`src/rtl/mem_port_arbiter_if.sv`:
```
// mem_port_arbiter_if
//   Bundles the instruction-fetch, load/store and unified-memory signals that
//   meet at mem_port_arbiter.
//   Modports:
//     slave  - arbiter view. Takes requests and memory responses, and drives
//              gnt/rvalid/rdata, the mem_* command and timeout_err.
//     master - environment view (core plus memory). This is the mirror image
//              of the slave view.
//   Signals:
//     i_req/i_addr -> i_gnt, i_rvalid, i_rdata                  fetch side
//     d_req/d_we/d_addr/d_wdata -> d_gnt, d_rvalid, d_rdata     load/store side
//     mem_req/mem_we/mem_addr/mem_wdata <- mem_rdata, mem_ack   memory port
//     timeout_err                                               sticky watchdog flag
interface mem_port_arbiter_if #(
  parameter int AW = 32,
  parameter int DW = 32
);
  logic          i_req;
  logic [AW-1:0] i_addr;
  logic          i_gnt;
  logic          i_rvalid;
  logic [DW-1:0] i_rdata;

  logic          d_req;
  logic          d_we;
  logic [AW-1:0] d_addr;
  logic [DW-1:0] d_wdata;
  logic          d_gnt;
  logic          d_rvalid;
  logic [DW-1:0] d_rdata;

  logic          mem_req;
  logic          mem_we;
  logic [AW-1:0] mem_addr;
  logic [DW-1:0] mem_wdata;
  logic [DW-1:0] mem_rdata;
  logic          mem_ack;

  logic          timeout_err;

  modport slave (
    input  i_req, i_addr, d_req, d_we, d_addr, d_wdata, mem_rdata, mem_ack,
    output i_gnt, i_rvalid, i_rdata, d_gnt, d_rvalid, d_rdata,
           mem_req, mem_we, mem_addr, mem_wdata, timeout_err
  );

  modport master (
    output i_req, i_addr, d_req, d_we, d_addr, d_wdata, mem_rdata, mem_ack,
    input  i_gnt, i_rvalid, i_rdata, d_gnt, d_rvalid, d_rdata,
           mem_req, mem_we, mem_addr, mem_wdata, timeout_err
  );
endinterface

```
`src/rtl/mem_port_arbiter.sv`:
```
// mem_port_arbiter
//   Shares one memory port between the instruction-fetch (i_*) and the
//   load/store (d_*) requesters. Each access runs in three steps: grant,
//   then hold mem_req until mem_ack, then return the data. A watchdog aborts
//   any access that stays busy for TIMEOUT_CYC cycles. Setting TIMEOUT_CYC
//   to 0 disables the watchdog.
//   Ports:
//     clk  - system clock, rising edge
//     rst  - asynchronous reset, active low
//     bus  - mem_port_arbiter_if.slave (requesters, memory port, timeout_err)
//   Build option:
//     ARB_ROUND_ROBIN_EN - when defined, a simultaneous request goes to the
//     side that did not own the last completed access. When undefined, the
//     data side always wins.
//
//   state  | meaning
//   IDLE   | no access in flight; sampling requests
//   BUSY_I | fetch access on the memory port
//   BUSY_D | load/store access on the memory port
module mem_port_arbiter #(
  parameter int AW          = 32,
  parameter int DW          = 32,
  parameter int TIMEOUT_CYC = 64
) (
  input  logic              clk,
  input  logic              rst,
  mem_port_arbiter_if.slave bus
);

  typedef enum logic [1:0] {IDLE, BUSY_I, BUSY_D} state_t;
  typedef enum logic {OWN_I, OWN_D} owner_t;

`ifdef ARB_ROUND_ROBIN_EN
  localparam bit ROUND_ROBIN = 1'b1;
`else
  localparam bit ROUND_ROBIN = 1'b0;
`endif

  // The count runs from 0 to TIMEOUT_CYC-1. The abort fires on the edge
  // that closes the last allowed busy cycle.
  localparam int WD_W = (TIMEOUT_CYC > 1) ? $clog2(TIMEOUT_CYC) : 1;

  state_t          state_q, state_d;
  owner_t          last_owner_q;
  logic [WD_W-1:0] wd_cnt_q;
  logic [AW-1:0]   addr_q;
  logic            we_q;
  logic [DW-1:0]   wdata_q;
  logic            i_gnt_q, d_gnt_q, i_rvalid_q, d_rvalid_q, timeout_err_q;
  logic [DW-1:0]   i_rdata_q, d_rdata_q;

  logic pick_d, grant_i, grant_d, done, abort, busy, wd_hit;

  assign busy   = (state_q != IDLE);
  assign wd_hit = (TIMEOUT_CYC != 0) && (wd_cnt_q == WD_W'(TIMEOUT_CYC - 1));
  assign pick_d = bus.d_req &&
                  (!bus.i_req || !ROUND_ROBIN || last_owner_q == OWN_I);

  always_ff @(posedge clk or negedge rst) begin
    if (!rst) state_q <= IDLE;
    else      state_q <= state_d;
  end

  always_comb begin
    state_d = state_q;
    grant_i = 1'b0;
    grant_d = 1'b0;
    done    = 1'b0;
    abort   = 1'b0;
    case (state_q)
      IDLE: begin
        if (pick_d) begin
          grant_d = 1'b1;
          state_d = BUSY_D;
        end else if (bus.i_req) begin
          grant_i = 1'b1;
          state_d = BUSY_I;
        end
      end
      BUSY_I, BUSY_D: begin
        // An ack wins over a watchdog expiry in the same cycle.
        if (bus.mem_ack) begin
          done    = 1'b1;
          state_d = IDLE;
        end else if (wd_hit) begin
          abort   = 1'b1;
          state_d = IDLE;
        end
      end
      default: state_d = IDLE;
    endcase
  end

  always_ff @(posedge clk or negedge rst) begin
    if (!rst) begin
      last_owner_q  <= OWN_D;
      wd_cnt_q      <= '0;
      addr_q        <= '0;
      we_q          <= 1'b0;
      wdata_q       <= '0;
      i_gnt_q       <= 1'b0;
      d_gnt_q       <= 1'b0;
      i_rvalid_q    <= 1'b0;
      d_rvalid_q    <= 1'b0;
      i_rdata_q     <= '0;
      d_rdata_q     <= '0;
      timeout_err_q <= 1'b0;
    end else begin
      i_gnt_q    <= grant_i;
      d_gnt_q    <= grant_d;
      i_rvalid_q <= (done || abort) && (state_q == BUSY_I);
      d_rvalid_q <= (done || abort) && (state_q == BUSY_D);

      if (grant_d) begin
        addr_q  <= bus.d_addr;
        we_q    <= bus.d_we;
        wdata_q <= bus.d_wdata;
      end else if (grant_i) begin
        addr_q  <= bus.i_addr;
        we_q    <= 1'b0;
        wdata_q <= '0;
      end

      if (grant_i || grant_d) wd_cnt_q <= '0;
      else if (busy)          wd_cnt_q <= wd_cnt_q + WD_W'(1);

      // rdata holds between completions. An aborted access returns 0, and so
      // does a store.
      if ((done || abort) && state_q == BUSY_I)
        i_rdata_q <= done ? bus.mem_rdata : '0;
      if ((done || abort) && state_q == BUSY_D)
        d_rdata_q <= (done && !we_q) ? bus.mem_rdata : '0;

      if (done) last_owner_q <= (state_q == BUSY_I) ? OWN_I : OWN_D;
      if (abort) timeout_err_q <= 1'b1;
    end
  end

  assign bus.mem_req     = busy;
  assign bus.mem_we      = busy && we_q;
  assign bus.mem_addr    = addr_q;
  assign bus.mem_wdata   = wdata_q;
  assign bus.i_gnt       = i_gnt_q;
  assign bus.d_gnt       = d_gnt_q;
  assign bus.i_rvalid    = i_rvalid_q;
  assign bus.d_rvalid    = d_rvalid_q;
  assign bus.i_rdata     = i_rdata_q;
  assign bus.d_rdata     = d_rdata_q;
  assign bus.timeout_err = timeout_err_q;

endmodule

```
`src/flat_wrapper.sv`:
```
// flat-port wrapper written by rule: the top's interface ports become plain ports
module mem_port_arbiter_flat 
#(
  parameter int AW          = 32,
  parameter int DW          = 32,
  parameter int TIMEOUT_CYC = 64
)
  (clk, rst, bus_i_req, bus_i_addr, bus_d_req, bus_d_we, bus_d_addr, bus_d_wdata, bus_mem_rdata, bus_mem_ack, bus_i_gnt, bus_i_rvalid, bus_i_rdata, bus_d_gnt, bus_d_rvalid, bus_d_rdata, bus_mem_req, bus_mem_we, bus_mem_addr, bus_mem_wdata, bus_timeout_err);
  mem_port_arbiter_if #(.AW(AW), .DW(DW)) bus_i ();
  input  logic clk;
  input  logic rst;
  input wire logic [$bits(bus_i.i_req)-1:0] bus_i_req;
  input wire logic [$bits(bus_i.i_addr)-1:0] bus_i_addr;
  input wire logic [$bits(bus_i.d_req)-1:0] bus_d_req;
  input wire logic [$bits(bus_i.d_we)-1:0] bus_d_we;
  input wire logic [$bits(bus_i.d_addr)-1:0] bus_d_addr;
  input wire logic [$bits(bus_i.d_wdata)-1:0] bus_d_wdata;
  input wire logic [$bits(bus_i.mem_rdata)-1:0] bus_mem_rdata;
  input wire logic [$bits(bus_i.mem_ack)-1:0] bus_mem_ack;
  output wire logic [$bits(bus_i.i_gnt)-1:0] bus_i_gnt;
  output wire logic [$bits(bus_i.i_rvalid)-1:0] bus_i_rvalid;
  output wire logic [$bits(bus_i.i_rdata)-1:0] bus_i_rdata;
  output wire logic [$bits(bus_i.d_gnt)-1:0] bus_d_gnt;
  output wire logic [$bits(bus_i.d_rvalid)-1:0] bus_d_rvalid;
  output wire logic [$bits(bus_i.d_rdata)-1:0] bus_d_rdata;
  output wire logic [$bits(bus_i.mem_req)-1:0] bus_mem_req;
  output wire logic [$bits(bus_i.mem_we)-1:0] bus_mem_we;
  output wire logic [$bits(bus_i.mem_addr)-1:0] bus_mem_addr;
  output wire logic [$bits(bus_i.mem_wdata)-1:0] bus_mem_wdata;
  output wire logic [$bits(bus_i.timeout_err)-1:0] bus_timeout_err;
  assign bus_i.i_req = bus_i_req;
  assign bus_i.i_addr = bus_i_addr;
  assign bus_i.d_req = bus_d_req;
  assign bus_i.d_we = bus_d_we;
  assign bus_i.d_addr = bus_d_addr;
  assign bus_i.d_wdata = bus_d_wdata;
  assign bus_i.mem_rdata = bus_mem_rdata;
  assign bus_i.mem_ack = bus_mem_ack;
  assign bus_i_gnt = bus_i.i_gnt;
  assign bus_i_rvalid = bus_i.i_rvalid;
  assign bus_i_rdata = bus_i.i_rdata;
  assign bus_d_gnt = bus_i.d_gnt;
  assign bus_d_rvalid = bus_i.d_rvalid;
  assign bus_d_rdata = bus_i.d_rdata;
  assign bus_mem_req = bus_i.mem_req;
  assign bus_mem_we = bus_i.mem_we;
  assign bus_mem_addr = bus_i.mem_addr;
  assign bus_mem_wdata = bus_i.mem_wdata;
  assign bus_timeout_err = bus_i.timeout_err;
  mem_port_arbiter #(.AW(AW), .DW(DW), .TIMEOUT_CYC(TIMEOUT_CYC)) u_core (.clk(clk), .rst(rst), .bus(bus_i));
endmodule
```
`config.mk`:
```
export PLATFORM = sky130hd
export DESIGN_NAME = mem_port_arbiter_flat
export DESIGN_NICKNAME = d
export VERILOG_FILES = /design/src/rtl/mem_port_arbiter_if.sv /design/src/rtl/mem_port_arbiter.sv /design/src/flat_wrapper.sv
export SDC_FILE = /design/constraint.sdc
export NUM_CORES = 1
export LEC_CHECK = 0
export ABC_AREA = 1
export CORE_MARGIN = 4
export CORE_UTILIZATION = 30
export DETAILED_ROUTE_END_ITERATION = 10
export DONT_BUFFER_PORTS = 1
export MAX_ROUTING_LAYER = met4
export PLACE_DENSITY = 0.53
export SETUP_SLACK_MARGIN = 0.3
export SYNTH_ARGS = -nofsm -noshare
export SYNTH_HDL_FRONTEND = slang
export SYNTH_SLANG_ARGS = --single-unit
```
`constraint.sdc`:
```
create_clock -name clk -period 1.8 [get_ports clk]
set_input_delay 0.36 -clock clk [delete_from_list [all_inputs] [get_ports clk]]
set_output_delay 0.36 -clock clk [all_outputs]
set_load 0.01 [all_outputs]
```
==> results.md <==
- The multi-input combinational cell area is 2800 µm².
- During placement, the flow inserted port buffers numbering 0.
- CTS built an H-tree with a depth of 4.
- The final count of hold timing violations came to about 140.
- In this run, CTS created clock tree buffers numbering 17.
- The die is 148 µm tall.
- The initialized floorplan defines between 50 and 60 standard-cell rows.
- In the final timing run, aggregate negative setup slack is 0 ns.
- The core region is roughly 19000 µm².
- The post-synthesis net count is 744.
- In this run the clock root is driven by a sky130_fd_sc_hd__clkbuf_16.
- The first-pass iteration count of the detailed router is 4.
- Across the run, the number of max-cap violations was 0.
- The antenna violation net count after detailed routing is 0.
- The post-route worst hold slack is -0.361 ns.
- The worst clock skew is 0.00994 ns.
- The final net count is 792.
- For this run, the share of the core covered by cells in the final layout is 42.8%.
- The synthesized netlist contains 26 unique library cells.
- The final count of pins violating max slew is 0.
- The diode insertion count for antenna repair is 0.
- The longest clock path from root to sink contains 2 buffers.
- Synthesis handed over a netlist of a little over 600 instances.
- The number of enable-type register cells in the synthesized netlist is 0.
- The top-area cell type share of the netlist area is between 60% and 70%.
- The first-pass GRT wire length is 28900 µm.
- The most frequently used flop master after synthesis is sky130_fd_sc_hd__dfrtp_1.
- For this run, the number of Yosys warnings is 0.
- In this run the worst hold path is classified as input port to async pin.
- At the pin with the least slew margin, the transition time is between 0.4 and 0.5 ns.
- The average instance in the mapped netlist occupies ~9.8 µm².
- The total setup violations reported at the end of the flow is 0.
- The largest net degree at the start of global routing is approximately 140.
- The routed length per placed instance is roughly 22 µm.
- The flip-flop and latch count after synthesis is 142.
- The number of global-route vias before repair is a little under 5000.
- The critical path launch point type is a register.
- The data arrival time of the worst path is 1.29 ns.
- The flop-to-flop setup slack is 0.15 ns.
- The via count is 4793.
- After detailed routing, the number of vias per cell comes to 5.14.
- The run finished, with violations left.
- The clock net sink count is 142.
- The part of the Yosys area used for sequential elements is 60.1%.
- Clock-pin slew was measured on the worst setup and hold paths at 0.06 ns.
- The share of the clock period used by the worst path after layout is 91.7%.
- The area of all sequential standard cells is 3550 µm².
- The initial antenna violation count was 0.
- The critical path in this run is classified as register to output port.
- Global routing used ~18% of the available tracks.
- The final reports fail on negative hold slack.
- The sum of overflow across all layers after global routing is 0.
- The leakage power is approximately 0.0038 µW.
- The capturing element type of the critical path is an output port.
- The area growth from synthesis to layout is 40.4%.
- The shortest clock period the worst path allows after layout is 1.65 ns.
- Traced cell by cell, the critical path runs through inv_2 -> ha_4 -> inv_1.
- Tracing the worst setup path back leads to its startpoint at u_core.state_q[0].
- The top-level port count is 269.
- Total power for the finished layout comes to ~16000 µW.
- The cell area that synthesis handed to floorplanning was 5920 µm².
- In the post-synthesis netlist, the cell with the most instances is sky130_fd_sc_hd__nand2_1.
- The worst register-to-register path begins at u_core.state_q[0].
- By area the synthesized netlist is led by sky130_fd_sc_hd__dfrtp_1, sky130_fd_sc_hd__nand2_1, sky130_fd_sc_hd__a22o_1, sky130_fd_sc_hd__nor2_1, sky130_fd_sc_hd__nand4_1.
- The critical-path cell with the highest stage delay is sky130_fd_sc_hd__dfrtp_1.
- The detailed-route DRC error count is 0.
- The largest single stage delay on the critical path is 0.38 ns.
- Setup repair after global routing could not meet its margin everywhere.
- TritonCTS built the clock tree.
- The global placement routability congestion is just under 0.8.
- After clock tree synthesis, the flow added hold-fix buffers numbering 1.
- In this run the horizontal extent of the chip is 148 µm.
- After synthesis, the share of flip-flops with an asynchronous set or reset is 100%.
- The initial core utilization is 30.5%.
- Wires add up to 20500 µm.
- IR analysis of the VDD net gives a maximum drop of 798 µV.
- For this design the ratio of total power to cell area is 1960 nW/µm².
- The filler cell count is 1876.
- Ranked by instance count, the synthesized netlist is headed by sky130_fd_sc_hd__nand2_1, sky130_fd_sc_hd__dfrtp_1, sky130_fd_sc_hd__nor2_1.
- The placed wire-length estimate after detailed placement is 11400 µm.
- Static timing analysis puts the maximum clock frequency at 606 MHz.
- Along the worst path, the maximum fanout reaches 6.
- The worst-skew pair later-pin latency is 0.41 ns.
- The share of cells above drive strength 1 is between 30% and 40%.
- The die footprint is 22000 µm².
- The data required time at the worst endpoint is around 1.4 ns.
- The DRC violation total after the first TritonRoute iteration is 285.
- Summed over all instances, the cell type with the most area after synthesis is sky130_fd_sc_hd__dfrtp_1.
- The worst slew slack as a fraction of its limit is 73.2%.
## registers in the layout, summed over array words and instances (netlist names)
signal                  flops
u_core.bus.i_gnt            1
u_core.bus.timeout_err      1
u_core.bus.d_rvalid         1
u_core.bus.mem_wdata       32
u_core.bus.d_gnt            1
u_core.we_q                 1
u_core.bus.i_rdata         32
u_core.wd_cnt_q             6
u_core.state_q              2
u_core.bus.mem_addr        32
u_core.bus.i_rvalid         1
u_core.bus.d_rdata         32
## logic make-up (layout without fill, tap and decap cells)
kind of cell,after synthesis,count (layout),synth area share [%]
flip-flops,142,142,60.1
AO/OA/AOI/OAI,71,71,10.7
buffers and inverters,56,109,5.16
adder cells (fa/ha/maj),4,4,0.846
AND/OR/NAND/NOR,333,341,23.2
## final cells by class
cell class / count / area share, %
inverter: 16 / 0.904
clock buffer: 17 / 5.12
tap: 265 / 3.99
clock inverter: 15 / 2.26
multi-input combinational: 416 / 33.7
timing repair buffer: 61 / 11.2
sequential: 142 / 42.8
## where the power goes
| group | internal [µW] | leakage (µW) | total, µW | switching (µW) |
|---|---|---|---|---|
| logic | 2830 | 0.00171 | 5940 | 3110 |
| clock network | 2120 | 0.000299 | 3680 | 1570 |
| registers | 4650 | 0.00180 | 6650 | 2000 |
## per-stage QoR
stage               cell area, µm²  std cells  hold slack, ns  worst slack (ns)
floorplan                     5920        606          0.0644             0.323
global placement              6160        843          0.0679             0.118
detailed placement            6160        843          0.0683            0.0576
CTS                           7540        911          -0.392             0.169
global route                  8310        932          -0.399            0.0967
finish                        8310        932          -0.361             0.150
## critical path, delay by kind of cell (launching register included)
kind	cells	cell delay, ns
adder cells (fa/ha/maj)	1	0.18
buffers and inverters	2	0.31
flip-flops	1	0.38
## per-layer routing
metal | part of all wire (%) | track usage, %
met1 | 37 | 19.5
met5 | 0 | -
met2 | 52 | 29.7
met3 | 10 | 7.28
met4 | 1.1 | 4.43
## final timing paths
check                                         endpoint  depth (start not counted)
max in group asynchronous       u_core.bus.i_rdata[27]                          0
worst min register to register             u_core.we_q                          1
worst max register to register  u_core.bus.i_rdata[12]                         11
min in group clk                u_core.bus.i_rdata[26]                          2
worst min-delay path            u_core.bus.i_rdata[10]                          0
worst max-delay path                       bus_mem_req                          3
## cell usage in the layout (no fill, tap or decap), types with 4 or more instances in the layout
cell type	synthesis	routed
sky130_fd_sc_hd__dfrtp_1	142	142
sky130_fd_sc_hd__buf_6	9	7
sky130_fd_sc_hd__buf_8	0	4
sky130_fd_sc_hd__nor2_1	72	49
sky130_fd_sc_hd__buf_16	0	5
sky130_fd_sc_hd__nand2_4	2	12
sky130_fd_sc_hd__inv_6	0	7
sky130_fd_sc_hd__nor2_4	0	14
sky130_fd_sc_hd__nand2_2	2	57
sky130_fd_sc_hd__nand4_1	33	33
sky130_fd_sc_hd__nand2_8	0	11
sky130_fd_sc_hd__clkbuf_16	0	23
sky130_fd_sc_hd__inv_1	15	11
sky130_fd_sc_hd__nand2_1	217	149
sky130_fd_sc_hd__o31ai_4	0	7
sky130_fd_sc_hd__buf_12	0	17
sky130_fd_sc_hd__a22o_1	32	32
sky130_fd_sc_hd__o31ai_2	15	22
sky130_fd_sc_hd__buf_4	2	21
sky130_fd_sc_hd__nor2_2	1	10
## repair_timing
action | 4_1_cts | 5_1_grt
gates resized for setup | 68 | 126
endpoints found under the setup margin | 136 | 117
hold endpoints to repair | 143 | 142
buffers inserted | 23 | 12
pin swaps | 12 | 46
cloned | 12 | 9
Note: power is estimated with default switching activity, not from simulation.
